$ cat src/rtl/vga_sync_generator_if.sv
// vga_sync_generator_if: timing bundle from the VGA sync generator.
//   current_row  - horizontal pixel counter (x)
//   current_line - vertical line counter (y)
//   enable       - visible-area flag
//   hsync/vsync  - active-low sync pulses for the VGA connector
//   pixel_tick   - one-clock pulse per pixel period
//   frame_start  - one-clock pulse when the counters wrap to (0,0)
// Modports: master (the generator drives), slave (renderer / connector side).
interface vga_sync_generator_if;
  logic [9:0] current_row;
  logic [9:0] current_line;
  logic       enable;
  logic       hsync;
  logic       vsync;
  logic       pixel_tick;
  logic       frame_start;

  modport master (
    output current_row,
    output current_line,
    output enable,
    output hsync,
    output vsync,
    output pixel_tick,
    output frame_start
  );

  modport slave (
    input current_row,
    input current_line,
    input enable,
    input hsync,
    input vsync,
    input pixel_tick,
    input frame_start
  );
endinterface

$ cat src/rtl/vga_sync_generator.sv
// vga_sync_generator: 640x480@60 Hz VGA timing (defaults).
// A clock divider produces a pixel tick every CLK_DIV system clocks; on each tick the
// horizontal counter advances, wrapping into the vertical counter. All outputs are
// registered from the counter values and therefore lag the internal counters by one clock.
// Ports:
//   clk_in - system clock
//   reset  - asynchronous, active-high reset
//   vga    - vga_sync_generator_if.master (row/line, enable, hsync, vsync, pixel_tick,
//            frame_start)
// Optional feature: define VGA_SYNC_DELAY_EN to pass hsync, vsync and frame_start through
// one extra register stage so they line up with the renderer's registered colour.
module vga_sync_generator #(
  parameter int unsigned H_VISIBLE = 640,
  parameter int unsigned H_FRONT   = 16,
  parameter int unsigned H_SYNC    = 96,
  parameter int unsigned H_BACK    = 48,
  parameter int unsigned V_VISIBLE = 480,
  parameter int unsigned V_FRONT   = 10,
  parameter int unsigned V_SYNC    = 2,
  parameter int unsigned V_BACK    = 33,
  parameter int unsigned CLK_DIV   = 4
) (
  input logic                  clk_in,
  input logic                  reset,
  vga_sync_generator_if.master vga
);

  localparam int unsigned H_TOTAL = H_VISIBLE + H_FRONT + H_SYNC + H_BACK;
  localparam int unsigned V_TOTAL = V_VISIBLE + V_FRONT + V_SYNC + V_BACK;
  localparam int unsigned DIV_W   = (CLK_DIV > 1) ? $clog2(CLK_DIV) : 1;

  localparam logic [DIV_W-1:0] DIV_LAST = DIV_W'(CLK_DIV - 1);
  localparam logic [9:0] H_LAST   = 10'(H_TOTAL - 1);
  localparam logic [9:0] V_LAST   = 10'(V_TOTAL - 1);
  localparam logic [9:0] H_VIS    = 10'(H_VISIBLE);
  localparam logic [9:0] V_VIS    = 10'(V_VISIBLE);
  localparam logic [9:0] HS_START = 10'(H_VISIBLE + H_FRONT);
  localparam logic [9:0] HS_END   = 10'(H_VISIBLE + H_FRONT + H_SYNC);
  localparam logic [9:0] VS_START = 10'(V_VISIBLE + V_FRONT);
  localparam logic [9:0] VS_END   = 10'(V_VISIBLE + V_FRONT + V_SYNC);

  // Internal counters
  logic [DIV_W-1:0] div_cnt_q, div_cnt_d;
  logic [9:0]       h_cnt_q, h_cnt_d;
  logic [9:0]       v_cnt_q, v_cnt_d;

  logic tick;
  logic h_wrap;
  logic v_wrap;

  assign tick   = (div_cnt_q == DIV_LAST);
  assign h_wrap = (h_cnt_q == H_LAST);
  assign v_wrap = (v_cnt_q == V_LAST);

  always_comb begin
    div_cnt_d = tick ? '0 : div_cnt_q + DIV_W'(1);
    h_cnt_d   = h_cnt_q;
    v_cnt_d   = v_cnt_q;
    if (tick) begin
      if (h_wrap) begin
        h_cnt_d = '0;
        v_cnt_d = v_wrap ? '0 : v_cnt_q + 10'd1;
      end else begin
        h_cnt_d = h_cnt_q + 10'd1;
      end
    end
  end

  always_ff @(posedge clk_in or posedge reset) begin
    if (reset) begin
      div_cnt_q <= '0;
      h_cnt_q   <= '0;
      v_cnt_q   <= '0;
    end else begin
      div_cnt_q <= div_cnt_d;
      h_cnt_q   <= h_cnt_d;
      v_cnt_q   <= v_cnt_d;
    end
  end

  // Output decode from the current counter values
  logic enable_d, hsync_d, vsync_d, frame_start_d;

  always_comb begin
    enable_d      = (h_cnt_q < H_VIS) && (v_cnt_q < V_VIS);
    hsync_d       = !((h_cnt_q >= HS_START) && (h_cnt_q < HS_END));
    vsync_d       = !((v_cnt_q >= VS_START) && (v_cnt_q < VS_END));
    frame_start_d = tick && h_wrap && v_wrap;
  end

  // Output registers: one clock behind the counters
  logic [9:0] row_q, line_q;
  logic       enable_q, hsync_q, vsync_q, pixel_tick_q, frame_start_q;

  always_ff @(posedge clk_in or posedge reset) begin
    if (reset) begin
      row_q         <= '0;
      line_q        <= '0;
      enable_q      <= 1'b0;
      hsync_q       <= 1'b1;
      vsync_q       <= 1'b1;
      pixel_tick_q  <= 1'b0;
      frame_start_q <= 1'b0;
    end else begin
      row_q         <= h_cnt_q;
      line_q        <= v_cnt_q;
      enable_q      <= enable_d;
      hsync_q       <= hsync_d;
      vsync_q       <= vsync_d;
      pixel_tick_q  <= tick;
      frame_start_q <= frame_start_d;
    end
  end

  assign vga.current_row  = row_q;
  assign vga.current_line = line_q;
  assign vga.enable       = enable_q;
  assign vga.pixel_tick   = pixel_tick_q;

`ifdef VGA_SYNC_DELAY_EN
  // Extra stage so sync lines up with the renderer's registered colour
  logic hsync_dly_q, vsync_dly_q, frame_start_dly_q;

  always_ff @(posedge clk_in or posedge reset) begin
    if (reset) begin
      hsync_dly_q       <= 1'b1;
      vsync_dly_q       <= 1'b1;
      frame_start_dly_q <= 1'b0;
    end else begin
      hsync_dly_q       <= hsync_q;
      vsync_dly_q       <= vsync_q;
      frame_start_dly_q <= frame_start_q;
    end
  end

  assign vga.hsync       = hsync_dly_q;
  assign vga.vsync       = vsync_dly_q;
  assign vga.frame_start = frame_start_dly_q;
`else
  assign vga.hsync       = hsync_q;
  assign vga.vsync       = vsync_q;
  assign vga.frame_start = frame_start_q;
`endif

endmodule
$ cat src/flat_wrapper.sv
// flat-port wrapper written by rule: the top's interface ports become plain ports
module vga_sync_generator_flat 
#(
  parameter int unsigned H_VISIBLE = 640,
  parameter int unsigned H_FRONT   = 16,
  parameter int unsigned H_SYNC    = 96,
  parameter int unsigned H_BACK    = 48,
  parameter int unsigned V_VISIBLE = 480,
  parameter int unsigned V_FRONT   = 10,
  parameter int unsigned V_SYNC    = 2,
  parameter int unsigned V_BACK    = 33,
  parameter int unsigned CLK_DIV   = 4
)
  (clk_in, reset, vga_current_row, vga_current_line, vga_enable, vga_hsync, vga_vsync, vga_pixel_tick, vga_frame_start);
  vga_sync_generator_if vga_i ();
  input logic clk_in;
  input logic reset;
  output wire logic [$bits(vga_i.current_row)-1:0] vga_current_row;
  output wire logic [$bits(vga_i.current_line)-1:0] vga_current_line;
  output wire logic [$bits(vga_i.enable)-1:0] vga_enable;
  output wire logic [$bits(vga_i.hsync)-1:0] vga_hsync;
  output wire logic [$bits(vga_i.vsync)-1:0] vga_vsync;
  output wire logic [$bits(vga_i.pixel_tick)-1:0] vga_pixel_tick;
  output wire logic [$bits(vga_i.frame_start)-1:0] vga_frame_start;
  assign vga_current_row = vga_i.current_row;
  assign vga_current_line = vga_i.current_line;
  assign vga_enable = vga_i.enable;
  assign vga_hsync = vga_i.hsync;
  assign vga_vsync = vga_i.vsync;
  assign vga_pixel_tick = vga_i.pixel_tick;
  assign vga_frame_start = vga_i.frame_start;
  vga_sync_generator #(.H_VISIBLE(H_VISIBLE), .H_FRONT(H_FRONT), .H_SYNC(H_SYNC), .H_BACK(H_BACK), .V_VISIBLE(V_VISIBLE), .V_FRONT(V_FRONT), .V_SYNC(V_SYNC), .V_BACK(V_BACK), .CLK_DIV(CLK_DIV)) u_core (.clk_in(clk_in), .reset(reset), .vga(vga_i));
endmodule
$ cat config.mk
export PLATFORM = sky130hd
export DESIGN_NAME = vga_sync_generator_flat
export DESIGN_NICKNAME = d
export VERILOG_FILES = /design/src/rtl/vga_sync_generator_if.sv /design/src/rtl/vga_sync_generator.sv /design/src/flat_wrapper.sv
export SDC_FILE = /design/constraint.sdc
export NUM_CORES = 1
export LEC_CHECK = 0
export CAP_MARGIN = 20
export CORE_MARGIN = 3
export CORE_UTILIZATION = 50
export DETAILED_ROUTE_END_ITERATION = 6
export PLACE_DENSITY = 0.71
export SKIP_CTS_REPAIR_TIMING = 1
export SYNTH_ARGS = -nofsm -noshare
export SYNTH_HDL_FRONTEND = slang
export SYNTH_SLANG_ARGS = --single-unit
export TNS_END_PERCENT = 100
$ cat constraint.sdc
create_clock -name clk_in -period 3.26 [get_ports clk_in]
set_input_delay 0.978 -clock clk_in [delete_from_list [all_inputs] [get_ports clk_in]]
set_output_delay 0.978 -clock clk_in [all_outputs]
set_load 0.1 [all_outputs]
---- Word-level counts from Yosys, hierarchy flattened ----
Index checks and enable logic that the tools add are counted.
cells by class
  reduce and logical (&&, ||, !) cells .... 8
  mux-type cells .......................... 3
  $lt $le $gt $ge ......................... 6
  equality and inequality tests ........... 3
  add/sub/neg operators ................... 3
operator list
  operator                                               number
  adder 10 x 1 -> 10 bit (second input constant)         2
  == test 10 bit (second input constant)                 2
  < comparator 10 bit (second input constant)            2
  < comparator 10 x 9 -> 1 bit (second input constant)   2
  two-way mux 10 bit                                     2
  >= comparator 10 bit (second input constant)           1
  >= comparator 10 x 9 -> 1 bit (second input constant)  1
  logical AND 1 bit                                      5
  adder 2 x 1 -> 2 bit (second input constant)           1
  == test 2 bit (second input constant)                  1
  logical NOT 1 bit                                      2
  two-way mux 2 bit                                      1
  AND reduction 2 bit                                    1
storage, ports and cells
  bits of input ports ..................... 2
  logic and storage cells ................. 33
  output and inout port bits .............. 25
  register bits ........................... 47

---- Logic depth before layout (Yosys ltp) ----
  depth in word-level cells ............... 3
  mapped depth ............................ 6
  mapped depth without buffers ............ 6

---- Worst setup path after synthesis ----
OpenSTA, ideal clock, no wires.
  kind .................................... register to register
  start ................................... reg u_core.v_cnt_q[0]
  end ..................................... reg u_core.v_cnt_q[9]
  period minus slack after synthesis ...... 1.885 ns
  setup slack ............................. 1.375 ns
  path buffers ............................ 0
  stages on the path, launching flop included .. 7
  arrival time ............................ 1.764 ns
  data required time ...................... 3.139 ns
  library setup time ...................... 0.121 ns
  cells stage by stage .................... dfrtp_1 > inv_1 > ha_1 > or3b_1 > or4_2 > nor2_8 > nor3_2
between the ends
  word-level cells in the longest chain between the ends .. 2
  elaborated cells on any way between the ends .. 3
  those cells by class .................... 1 x add/sub; 1 x eq/ne; 1 x mux
RTL lines
  item                                                      line                                                source
  start: declaration                                        vga_sync_generator.sv:45                            logic [9:0] v_cnt_q, v_cnt_d;
  start signal: assignment                                  vga_sync_generator.sv:77                            v_cnt_q <= v_cnt_d;
  adder 10 x 1 -> 10 bit or == test 10 bit (tied branches)  vga_sync_generator.sv:62, vga_sync_generator.sv:53
  two-way mux 10 bit *                                      vga_sync_generator.sv:62                            v_cnt_d = v_wrap ? '0 : v_cnt_q + 10'd1;
Every way passes the cells marked *; elsewhere a longest branch is shown, timed or not.
A chain may end at the register's enable or synchronous reset.

---- Worst setup path in the final report ----
  start ................................... reg u_core.hsync_q (netlist: u_core.vga.hsync)
  end ..................................... out vga_hsync
RTL lines
  item                      line                       source
  start: declaration        vga_sync_generator.sv:93   logic enable_q, hsync_q, vsync_q, pixel_tick_q, frame_start_q;
  start signal: assignment  vga_sync_generator.sv:108  hsync_q <= hsync_d;
  end: declaration          flat_wrapper.sv:21         output wire logic [$bits(vga_i.hsync)-1:0] vga_hsync;
No word-level cell between the ends.

==> impl_metrics.py <==
metrics = {
    "worst_setup_path": {
        "path_cells": "buf_4",
        "cp_data_required_time_ns": 2.28,
        "crit_fanout": 1,
        "setup.worst_path.start_class": "register",
        "endpoint_kind": "output port",
        "cpPeakStageDelay_ns": 0.52,
        "worst-path-buf-inv": 1,
        "crit_slowest_cell": "dfstp_2",
        "critical-path-top-delay-family": "flip-flops",
        "cp.arrival_ns": 1.08,
        "crit_type": "reg2out",
    },
    "clocking": {
        "clock_latency_ns": 0.28,
        "cts_root_buf": "clkbuf_8",
        "cts_buffers": 5,
        "clockBufferDepth": 2,
        "htreeDepth": 2,
        "clkSinkCount": 47,
        "clkTransAtPathRegs_ns": 0.08,
        "cts_tree": "done",
    },
    "power_and_ir_drop": {
        "power_switching_uw": 184,
        "powerDensity_nw_per_um2": 479,
        "clockPowerShare_pct": 44.7,
        "p_leak_nw": 1.12,
        "seqPwrFrac_pct": 54.2,
        "peakVddDrop_mv": 0.369,
        "swShare_pct": 17.1,
        "pwr-share-comb_pct": 1.1,
        "intPower_uw": 891,
    },
    "routing": {
        "drtIter0Drc": 42,
        "ant_nets": 0,
        "via_per_inst": 5.08,
        "wl_per_cell_um": 13.2,
        "drt-pass1-iter-count": 4,
        "drc_errors": 0,
        "vias": 1107,
        "routed_wl_mm": 2.88,
    },
    "yosys": {
        "synthArstFlopShare_pct": 100,
        "synthTopCellsByCount": "dfrtp_1 (45), nand3_1 (12), xnor2_1 (10), inv_1 (7), nand2_1 (6)",
        "synth_top_area_share_pct": 60.4,
        "syn_area_um2": 1860,
        "synth_warnings": 0,
        "synth_top_area_cell": "dfrtp_1",
        "synth_edf_count": 0,
        "ys_ff_latch": 47,
        "ys_seq_area_share_pct": 63.2,
        "netlist-cell-type-count": 37,
        "syn_inst": 140,
        "yosys-top-cells-area": "dfrtp_1 (60%), xnor2_1 (4.7%), ha_1 (3.4%)",
        "synth_ff_type": "dfrtp_1",
        "yosysMostFrequentCell": "dfrtp_1",
        "avgSynthCellArea_um2": 13.3,
        "synth_nets": 147,
    },
    "placement": {
        "gp_congestion": 0.768,
        "dpl_cell_area_um2": 2110,
        "portBuffers": 26,
        "dpl.hpwl_mm": 2.04,
    },
    "global_routing": {
        "gr-total-overflow": 0,
        "gr-usage-all-layers_pct": 14.9,
        "grt_max_degree": 48,
        "grt_pass1_wl_mm": 5.06,
        "first_global_vias": 1107,
        "antenna_found_initial": 0,
    },
    "timing": {
        "setup_viol_count_final": 0,
        "finalCritPeriodShare_pct": 63.2,
        "period_needed_ns": 2.06,
        "fmax_mhz": 485,
        "tns_ns": 0,
        "skew_ns": 0.00300,
        "timing.slew.headroom_pct": 63.9,
        "maxSlewViolCount": 0,
        "hold_viol_final": 0,
        "rsz0062_at_grt": "false",
        "worst_pin_slew_ns": 0.541,
    },
    "floorplanning": {
        "die-area_um2": 4500,
        "rows": 21,
        "core_area_um2": 3470,
        "initial_utilization_pct": 53.8,
        "io-pin-count": 27,
        "dieWidth_um": 67.1,
        "die_h_um": 67.1,
    },
    "cells_and_area": {
        "area_delta_synth_final_pct": 20.2,
        "fin_nets": 178,
        "num-fill-cells": 279,
        "layout-drive-gt1-share_pct": 29.7,
        "final_cell_area_um2": 2240,
        "num_antenna_cells": 0,
    },
    "hold_path": {
        "hold_class": "reg2reg",
    },
    "flow_run": {
        "cap_violations": 0,
    },
    "outcome": {
        "status": "finished, final reports clean",
    },
}
## per-layer routing
layer,share of wire (%),global-route usage (%),vias to the layer above
li1,-,-,543
met1,47,20.4,541
met2,48,23.8,21
met3,5.1,3.88,2
met4,0.45,3.29,0
met5,0,0,-
## through the flow
stage | util, % | std cells | total power [mW] | setup slack [ns] | hold WS, ns
detailed placement | 60.8 | 210 | 0.607 | 1.24 | 0.415
global placement | 60.8 | 210 | 0.607 | 1.25 | 0.413
CTS | 64.6 | 218 | 1.08 | 1.19 | 0.428
floorplan | - | 140 | 0.603 | 1.17 | 0.352
global route | 64.6 | 218 | 1.11 | 1.07 | 0.455
finish | 64.6 | 218 | 1.07 | 1.20 | 0.426
## sequential cells by signal (all words and copies together) (netlist names)
| register | flops |
|---|---|
| u_core.v_cnt_q | 10 |
| u_core.h_cnt_q | 10 |
| u_core.vga.current_line | 10 |
| u_core.vga.hsync | 1 |
| u_core.div_cnt_q | 2 |
| u_core.vga.vsync | 1 |
| u_core.vga.enable | 1 |
| u_core.vga.frame_start | 1 |
| u_core.vga.current_row | 10 |
| u_core.vga.pixel_tick | 1 |
## power groups by stage
stage / clock (mW) / sequential [mW] / combinational [mW]
floorplan: 0 / 0.594 / 0.00852
global placement: 0 / 0.594 / 0.0130
detailed placement: 0 / 0.594 / 0.0131
CTS: 0.487 / 0.582 / 0.0132
global route: 0.517 / 0.583 / 0.0146
finish: 0.480 / 0.582 / 0.0122
## final timing paths
path | end | slack, ns | start | cells after the start
max in group asynchronous | u_core.vga.vsync | 1.75 | reset | 3
worst min-delay path | u_core.div_cnt_q[0] | 0.43 | u_core.div_cnt_q[0] | 1
worst max register to register | u_core.v_cnt_q[9] | 1.20 | u_core.h_cnt_q[6] | 4
worst max-delay path | vga_hsync | 1.20 | u_core.vga.hsync | 1
min in group asynchronous | u_core.vga.current_row[5] | 1.14 | reset | 3
worst min register to register | u_core.div_cnt_q[0] | 0.43 | u_core.div_cnt_q[0] | 1
## kinds of logic (layout without fill, tap and decap cells)
logic type                 after synthesis  after routing  share of synthesized area [%]
adders and majority gates                5              5                           3.36
buffers and inverters                   10             42                           2.42
AOI/OAI and AO/OA                       10             10                           3.49
xor gates and xnor gates                13             13                           6.11
and+or+nand+nor                         54             54                           20.9
DFF                                     47             47                           63.2
muxes                                    1              1                          0.537
## cell usage in the layout (no fill, tap or decap), drive strengths merged, types with 3 or more instances in the layout
cell type and instances:
xnor2 10, dfrtp 45, nand4 3, nand3 12
nor3 4, nor4 4, nand2 6, ha 5
buf 26, and3 6, inv 6, clkbuf 6
nor2 9, o21ai 5, xor2 3
## area by class of cell
type	instances	area (µm²)	share of cell area [%]
clock buffer	6	72.6	3.24
clock inverter	2	60.1	2.68
inverter	7	26.3	1.17
multi-input combinational	83	641	28.6
sequential	47	1180	52.6
tap	46	57.6	2.57
timing repair buffer	27	205	9.16
No activity file was read; power rests on OpenSTA's default activity.
